[config.mk]
export PLATFORM = sky130hd
export DESIGN_NAME = uart_tx_arbiter
export DESIGN_NICKNAME = d
export VERILOG_FILES = /design/src/rtl/uart_pkg.sv /design/src/rtl/byte_fifo.sv /design/src/rtl/uart_tx_arbiter.sv
export SDC_FILE = /design/constraint.sdc
export NUM_CORES = 1
export LEC_CHECK = 0
export CORE_UTILIZATION = 50
export CTS_CLUSTER_DIAMETER = 30
export CTS_CLUSTER_SIZE = 20
export DETAILED_ROUTE_END_ITERATION = 10
export PLACE_DENSITY = 0.71
export SYNTH_ARGS = -nofsm -noshare
export SYNTH_HDL_FRONTEND = slang
export SYNTH_SLANG_ARGS = --single-unit
export TNS_END_PERCENT = 1
[constraint.sdc]
create_clock -name clk -period 3.2 [get_ports clk]
set_input_delay 0.8 -clock clk [delete_from_list [all_inputs] [get_ports clk]]
set_output_delay 0.8 -clock clk [all_outputs]
set_load 0.1 [all_outputs]
[src/rtl/uart_pkg.sv]
// Shared types and constants for the UART transmit path.
// The state encoding and requester IDs are used by the arbiter and any block that observes it.
package uart_pkg;

    typedef enum logic [1:0] {
        IDLE      = 2'd0,
        WAIT_ACK  = 2'd1,
        WAIT_DONE = 2'd2
    } arb_state_e;

    localparam logic REQ_CPU  = 1'b0;
    localparam logic REQ_ECHO = 1'b1;

    localparam int unsigned DEFAULT_ACK_TIMEOUT = 16;

endpackage

[src/rtl/byte_fifo.sv]
// Small synchronous byte FIFO with occupancy count; head is meaningful only when not empty.
// A push into an empty FIFO becomes visible at the head one cycle later (no bypass).
module byte_fifo #(
    parameter int unsigned DEPTH = 4
) (
    input  logic                   clk,
    input  logic                   reset,
    input  logic                   push,
    input  logic [7:0]             push_data,
    input  logic                   pop,
    output logic [7:0]             head,
    output logic [$clog2(DEPTH):0] count,
    output logic                   full,
    output logic                   empty
);
    localparam int unsigned AW = $clog2(DEPTH);
    localparam int unsigned CW = AW + 1;

    logic [7:0]    mem_q [DEPTH];
    logic [7:0]    mem_d [DEPTH];
    logic [AW-1:0] wr_ptr_q, wr_ptr_d;
    logic [AW-1:0] rd_ptr_q, rd_ptr_d;
    logic [CW-1:0] count_q, count_d;
    logic          do_push, do_pop;

    assign full  = (count_q == CW'(DEPTH));
    assign empty = (count_q == '0);
    assign head  = mem_q[rd_ptr_q];
    assign count = count_q;

    always_comb begin
        do_push  = push & ~full;
        do_pop   = pop & ~empty;
        mem_d    = mem_q;
        wr_ptr_d = wr_ptr_q;
        rd_ptr_d = rd_ptr_q;
        count_d  = count_q;
        // Pointers wrap naturally because DEPTH is a power of two.
        if (do_push) begin
            mem_d[wr_ptr_q] = push_data;
            wr_ptr_d        = wr_ptr_q + AW'(1);
        end
        if (do_pop) begin
            rd_ptr_d = rd_ptr_q + AW'(1);
        end
        case ({do_push, do_pop})
            2'b10:   count_d = count_q + CW'(1);
            2'b01:   count_d = count_q - CW'(1);
            default: count_d = count_q;
        endcase
    end

    always_ff @(posedge clk) begin
        mem_q <= mem_d;
    end

    always_ff @(posedge clk) begin
        if (reset) begin
            wr_ptr_q <= '0;
            rd_ptr_q <= '0;
            count_q  <= '0;
        end else begin
            wr_ptr_q <= wr_ptr_d;
            rd_ptr_q <= rd_ptr_d;
            count_q  <= count_d;
        end
    end

endmodule

[src/rtl/uart_tx_arbiter.sv]
// Shares one uart_tx engine between the CPU bridge and the echo path, round-robin,
// and runs the tx_start/tx_avai handshake with an acceptance timeout.
module uart_tx_arbiter
    import uart_pkg::*;
#(
    parameter int unsigned FIFO_DEPTH  = 4,
    parameter int unsigned ACK_TIMEOUT = DEFAULT_ACK_TIMEOUT
) (
    input  logic                        clk,
    input  logic                        reset,
    input  logic                        req0_valid,
    input  logic [7:0]                  req0_data,
    output logic                        req0_ready,
    input  logic                        req1_valid,
    input  logic [7:0]                  req1_data,
    output logic                        req1_ready,
    input  logic                        tx_avai,
    output logic                        tx_start,
    output logic [7:0]                  tx_data,
    output logic                        busy,
    output logic                        last_grant,
    output logic [$clog2(FIFO_DEPTH):0] fifo0_count,
    output logic [$clog2(FIFO_DEPTH):0] fifo1_count,
    output logic                        ack_err
);
    localparam int unsigned TW = $clog2(ACK_TIMEOUT + 1);

    arb_state_e    state_q, state_d;
    logic [TW-1:0] timer_q, timer_d;
    logic          ptr_q, ptr_d;
    logic          tx_start_q, tx_start_d;
    logic [7:0]    tx_data_q, tx_data_d;
    logic          last_grant_q, last_grant_d;
    logic          ack_err_q, ack_err_d;

    logic [7:0]    head0, head1;
    logic          full0, full1, empty0, empty1;
    logic          pop0, pop1, grant, winner;

    byte_fifo #(
        .DEPTH(FIFO_DEPTH)
    ) u_fifo0 (
        .clk      (clk),
        .reset    (reset),
        .push     (req0_valid),
        .push_data(req0_data),
        .pop      (pop0),
        .head     (head0),
        .count    (fifo0_count),
        .full     (full0),
        .empty    (empty0)
    );

    byte_fifo #(
        .DEPTH(FIFO_DEPTH)
    ) u_fifo1 (
        .clk      (clk),
        .reset    (reset),
        .push     (req1_valid),
        .push_data(req1_data),
        .pop      (pop1),
        .head     (head1),
        .count    (fifo1_count),
        .full     (full1),
        .empty    (empty1)
    );

    always_comb begin
        // ptr only matters when both requesters are waiting.
        winner = (!empty0 && !empty1) ? ptr_q : (empty0 ? REQ_ECHO : REQ_CPU);
        grant  = (state_q == IDLE) && tx_avai && !(empty0 && empty1);
        pop0   = grant && (winner == REQ_CPU);
        pop1   = grant && (winner == REQ_ECHO);

        state_d      = state_q;
        timer_d      = timer_q;
        ptr_d        = ptr_q;
        tx_start_d   = 1'b0;
        tx_data_d    = tx_data_q;
        last_grant_d = last_grant_q;
        ack_err_d    = ack_err_q;

        case (state_q)
            IDLE: begin
                if (grant) begin
                    tx_data_d    = (winner == REQ_ECHO) ? head1 : head0;
                    tx_start_d   = 1'b1;
                    last_grant_d = winner;
                    ptr_d        = ~winner;
                    timer_d      = '0;
                    state_d      = WAIT_ACK;
                end
            end
            WAIT_ACK: begin
                if (!tx_avai) begin
                    state_d = WAIT_DONE;
                end else if (timer_q == TW'(ACK_TIMEOUT - 1)) begin
                    // Engine never took the byte: drop it and flag, no retry.
                    ack_err_d = 1'b1;
                    state_d   = IDLE;
                end else begin
                    timer_d = timer_q + TW'(1);
                end
            end
            WAIT_DONE: begin
                if (tx_avai) begin
                    state_d = IDLE;
                end
            end
            default: state_d = IDLE;
        endcase
    end

    always_ff @(posedge clk) begin
        if (reset) begin
            state_q      <= IDLE;
            timer_q      <= '0;
            ptr_q        <= REQ_CPU;
            tx_start_q   <= 1'b0;
            tx_data_q    <= 8'h00;
            last_grant_q <= REQ_CPU;
            ack_err_q    <= 1'b0;
        end else begin
            state_q      <= state_d;
            timer_q      <= timer_d;
            ptr_q        <= ptr_d;
            tx_start_q   <= tx_start_d;
            tx_data_q    <= tx_data_d;
            last_grant_q <= last_grant_d;
            ack_err_q    <= ack_err_d;
        end
    end

    assign req0_ready = ~full0;
    assign req1_ready = ~full1;
    assign busy       = (state_q != IDLE);
    assign tx_start   = tx_start_q;
    assign tx_data    = tx_data_q;
    assign last_grant = last_grant_q;
    assign ack_err    = ack_err_q;

endmodule

==> results_dict.tcl, run 1 <==
set metrics [dict create \
    status "finished clean" \
    syn_nets 296 \
    grt_pass1_wl_um 11500 \
    finalCritPeriodShare_pct 85.80 \
    maxCapViolCount 0 \
    clk_pin_slew_ns 0.10 \
    max_freq_mhz 364.2 \
    core_um2 7727 \
    cts_buffers 9 \
    drive_above_1_share_pct 22.58 \
    cp_num_buf_inv 2 \
    root_buffer "clkbuf_8" \
    numClockSinks 97 \
    cts_hold_buf 0 \
    rows 32 \
    period_needed_ns 2.746 \
    syn_inst 261 \
    clk_latency_ns 0.35 \
    finalHoldViolCount 0 \
    cts-resized-gates 0 \
    peakVddDrop_v 0.0003730 \
    dpl_worst_slack_ns 0.1061 \
    track_usage_pct 18.64 \
    arrival_ns 3.02 \
    synth_cell_type_count 43 \
    ys_seq_elements 97 \
    n_antenna_cell 0 \
    grt_max_degree 28 \
    setup_viol 0 \
    grt.overflow.total 0 \
    grt_pass1_vias 2307 \
    antenna_found_initial 0 \
    fin_skew_ns 0.01129 \
    yosysWarnings 0 \
    wire_per_inst_um 17.03 \
    postCtsSetupBuffers 0 \
    crit_chain "clkdlybuf4s50_1 -> nor3b_4 -> and3_4 -> ha_1 -> inv_1 -> fa_1 -> xor2_1 -> or3_1 -> a21oi_1" \
    viasPerCell 5.430 \
    clockBufferDepth 2 \
    die_h_um 91.21 \
    layout.nets 340 \
    start_util_pct 51.49 \
    htree_levels 3 \
    async_flop_share_pct 0 \
    rsz0062_at_grt "false" \
    place_area_um2 4410 \
    final_area_um2 4606 \
    die-area_um2 8318 \
    synth_edf_count 64 \
    worst_pin_slew_ns 0.6473 \
    cpPeakStageDelay_ns 0.49 \
    fin_ws_ns 0.4543 \
    yosysSeqAreaShare_pct 64.91 \
    ys.flop_type "edfxtp_1" \
    crit_family "simple AND/OR/NAND/NOR gates" \
    first_pass_iters 4 \
    numPortBuffers 40 \
    timing.setup.tns_ns 0 \
    slew_viol_final 0 \
    gp_congestion 0.7767 \
    synth_area_per_cell_um2 15.24 \
    leakage_nw 1.623 \
    end_kind "flop" \
    hpwl_um 4748 \
    relSlewSlack_pct 56.79 \
    detail-route-antenna-nets 0 \
    drt_iter0_drc 125 \
    hold_class "flop to flop" \
    die_w_um 91.21 \
    power.density_nw_per_um2 916.2 \
    num_vias 2237 \
    drc 0 \
    crit_type "input pin to flop" \
    syn_to_final_growth_pct 15.75 \
    required_ns 3.48 \
    cts_tree "done" \
    cp_max_fo 4 \
    cp-start-kind "input pin" \
    whs_ns 0.4834 \
    drt_wl_total_um 7018 \
    io_pins 41 \
    syn_area_um2 3979 \
    cpMaxStageDelayCell "clkdlybuf4s50_1" \
    utilization_pct 59.60 \
]
[through the flow]
step	power (W)	cells
2_1_floorplan	0.003127	261
3_3_place_gp	0.003459	396
3_5_place_dp	0.003489	396
4_1_cts	0.004256	412
5_1_grt	0.004416	412
6_report	0.004220	412
[layout make-up]
| type | instances | area [um^2] |
|---|---|---|
| flip-flops and latches | 97 | 2585 |
| fillers | 606 | 3122 |
| repair buffers | 45 | 387.9 |
| multi-input cells | 137 | 1254 |
| clock buffers | 9 | 123.9 |
| clock inverters | 7 | 71.32 |
| well taps | 102 | 127.6 |
| inverters | 15 | 56.30 |
[tightest hold or removal path: stages (launching register included)]
cell,delay (ns)
dfxtp_1,0.34
a31oi_1,0.04
nor2_1,0.07
[cell usage after synthesis (all sizes together), types with 6 or more instances]
cell	count	share of area (%)
edfxtp	64	48
dfxtp	33	17
nor2	26	2.5
mux4	16	9.1
inv	15	1.4
a21oi	13	1.7
ha	12	3.8
and3	10	1.7
a222oi	8	2.0
buf	7	1.2
nand3	6	0.75
[report_power, final]
group / total, W / internal, W / switching [W] / leakage [nW]
Clock: 0.000772 / 0.000359 / 0.000413 / 0.0890
Combinational: 0.00171 / 0.000566 / 0.00115 / 0.677
Sequential: 0.00174 / 0.00154 / 0.000198 / 0.858
Total: 0.00422 / 0.00246 / 0.00176 / 1.62
[layer usage]
metal | up-vias | routed length, um | global-route usage [%]
li1 | 1074 | - | -
met1 | 1103 | 3147 | 24.17
met2 | 54 | 3509 | 31.38
met3 | 6 | 285 | 3.266
met4 | 0 | 76 | 7.143
met5 | - | 0 | 0
[state kept, by name, indices dropped and copies added (netlist names)]
register	count
u_fifo0.mem_q	32
u_fifo1.mem_q	32
tx_data	8
timer_q	5
u_fifo0.count	3
u_fifo1.count	3
state_q	2
u_fifo0.rd_ptr_q	2
u_fifo0.wr_ptr_q	2
u_fifo1.rd_ptr_q	2
u_fifo1.wr_ptr_q	2
ack_err	1
last_grant	1
ptr_q	1
tx_start	1
[placed cells by master (no fill, tap or decap), types with 5 or more instances in the layout]
master / count
edfxtp_1: 64
dfxtp_1: 31
nor2_1: 26
buf_4: 25
clkdlybuf4s50_1: 20
mux4_2: 16
inv_1: 15
a21oi_1: 12
ha_1: 12
and3_1: 9
clkbuf_8: 9
a222oi_1: 8
nand3_1: 6
xor2_1: 5
xnor2_1: 5
[cells by family after synthesis]
group	after synthesis	share of synthesized area (%)
compound gates	32	6.258
xor+xnor	10	2.201
fa+ha+maj	14	4.780
buf+inv	27	3.585
flops	97	64.91
mux	16	9.057
simple gates	65	9.214
[final timing paths]
check	slack (ns)	startpoint	end	cells after the start
worst max register to register	0.62	u_fifo1.count[0]	u_fifo1.count[2]	9
worst max-delay path	0.45	tx_avai	u_fifo0.count[2]	9
worst min register to register	0.48	ack_err	ack_err	2
worst min-delay path	0.48	ack_err	ack_err	2
No activity file was read; power rests on OpenSTA's default activity.
==> inputs of run 2 (changes only) <==
Settings changed: CORE_UTILIZATION 50 to 40, PLACE_DENSITY 0.71 to 0.59.
==> results_dict.tcl, run 2 (same netlist as run 1, synthesis figures left out) <==
set metrics [dict create \
    required_ns 3.49 \
    critPathCapture "u_fifo1.count[2]" \
    num_vias 2231 \
    multi_input_area_um2 1254 \
    wl_met3_um 314 \
    leakage_nw 1.625 \
    clockBufferDepth 2 \
    max_freq_mhz 362.7 \
    reg2reg_to "u_fifo1.count[2]" \
    grt_pass1_wl_um 11510 \
    crit_family "simple AND/OR/NAND/NOR gates" \
    gp_congestion 0.6987 \
    mostFrequentLayoutCells "edfxtp_1, dfxtp_1, nor2_1, buf_4, clkdlybuf4s50_1" \
    drc 0 \
    io_pins 41 \
    reg2reg_slack_ns 0.65 \
    root_buffer "clkbuf_8" \
    viasPerCell 5.048 \
    setup_viol 0 \
    cts_hold_buf 0 \
    grt_max_degree 25 \
    slew_viol_final 0 \
    n_antenna_cell 0 \
    wl_met1_um 3293 \
    status "finished clean" \
    grt.overflow.total 0 \
    layout.nets 339 \
    path_depth 9 \
    fillers 858 \
    worst_pin_slew_ns 0.6791 \
    first_pass_iters 4 \
    r2r_start "u_fifo1.count[0]" \
    htree_levels 3 \
    cts-resized-gates 0 \
    cp_max_fo 4 \
    drt_wl_total_um 7206 \
    die-area_um2 10350 \
    rsz0062_at_grt "false" \
    antenna_found_initial 0 \
    finalHoldViolCount 0 \
    cpPeakStageDelay_ns 0.49 \
    core_um2 9684 \
    cts_tree "done" \
    cp-start-kind "input pin" \
    power.density_nw_per_um2 905.4 \
    fin_skew_ns 0.01015 \
    postCtsSetupBuffers 0 \
    drive_above_1_share_pct 22.33 \
    numPortBuffers 40 \
    detail-route-antenna-nets 0 \
    final_common_cell "edfxtp_1" \
    clk_latency_ns 0.36 \
    crit_chain "clkdlybuf4s50_1 -> nor3b_4 -> o211a_1 -> ha_1 -> inv_1 -> fa_1 -> xor2_1 -> or3_1 -> a21oi_1" \
    relSlewSlack_pct 54.66 \
    grt_pass1_vias 2152 \
    period_needed_ns 2.757 \
    place_inst 426 \
    track_usage_pct 15.30 \
    final_cells 442 \
    maxCapViolCount 0 \
    rows 36 \
    start_util_pct 41.09 \
    hpwl_um 4860 \
    die_w_um 101.7 \
    regArea_um2 2585 \
    syn_to_final_growth_pct 16.29 \
    power.total_w 0.004189 \
    route.met2.wl_um 3566 \
    end_kind "flop" \
    cpMaxStageDelayCell "clkdlybuf4s50_1" \
    arrival_ns 3.05 \
    reg2reg_depth 9 \
    die_h_um 101.7 \
    drt_iter0_drc 100 \
    wire_per_inst_um 16.30 \
    crit_type "input pin to flop" \
    finalCritPeriodShare_pct 86.17 \
    setup.worst_path.start "tx_avai" \
    routed.top_layer "met4" \
    hold_class "flop to flop" \
    cp_num_buf_inv 2 \
    peakVddDrop_v 0.0003317 \
    numClockSinks 97 \
    clk_pin_slew_ns 0.10 \
    cts_buffers 9 \
]
run 2: report_power, final:
group / internal (W) / switching, W
clock: 0.000304 / 0.000444
sequential: 0.00154 / 0.000201
combinational: 0.000561 / 0.00114
total: 0.00240 / 0.00179
run 2: layout make-up:
| type | instances | area share [%] |
|---|---|---|
| multi-input combinational | 137 | 27.10 |
| inverter | 15 | 1.217 |
| sequential | 97 | 55.87 |
| tap | 133 | 3.597 |
| clock inverter | 6 | 1.244 |
| clock buffer | 10 | 2.758 |
| timing repair buffer | 44 | 8.221 |
run 2: tightest hold or removal path, stage by stage (launching register included):
cell and delay [ns]:
dfxtp_1 0.35, a31oi_1 0.04, nor2_1 0.07
run 2: routing by layer:
| layer | vias up | track usage, % |
|---|---|---|
| li1 | 1068 | - |
| met1 | 1112 | 20.27 |
| met2 | 49 | 24.74 |
| met3 | 2 | 4.348 |
| met4 | 0 | 4.013 |
| met5 | - | 0 |
run 2: stage by stage:
step           TNS (ns)  setup WS (ns)  utilization (%)  area (um^2)  hold slack (ns)
3_3_place_gp          0         0.1194            45.87         4442           0.4563
4_1_cts               0         0.4471            47.78         4627           0.4906
6_report              0         0.4426            47.78         4627           0.4914
3_5_place_dp          0        0.08463            45.87         4442           0.4667
5_1_grt               0         0.3301            47.78         4627           0.5247
2_1_floorplan  -0.07722       -0.07722                -         3981           0.4641
run 2: worst min path at each step:
| stage | start | to | slack [ns] | cells after the start |
|---|---|---|---|---|
| 5_1_grt | ack_err | ack_err | 0.52 | 2 |
| 2_1_floorplan | timer_q[4] | timer_q[4] | 0.46 | 2 |
| 4_1_cts | ack_err | ack_err | 0.49 | 2 |
| 3_3_place_gp | ack_err | ack_err | 0.46 | 2 |
| 3_5_place_dp | ack_err | ack_err | 0.47 | 2 |
| 6_report | ack_err | ack_err | 0.49 | 2 |
==> inputs of run 3 (changes only) <==
Settings changed: CAP_MARGIN from default to 20, GPL_ROUTABILITY_DRIVEN from default to 0.
==> results of run 3 <==
Same layout as run 2: the final DEF is identical, and so are final timing and power.
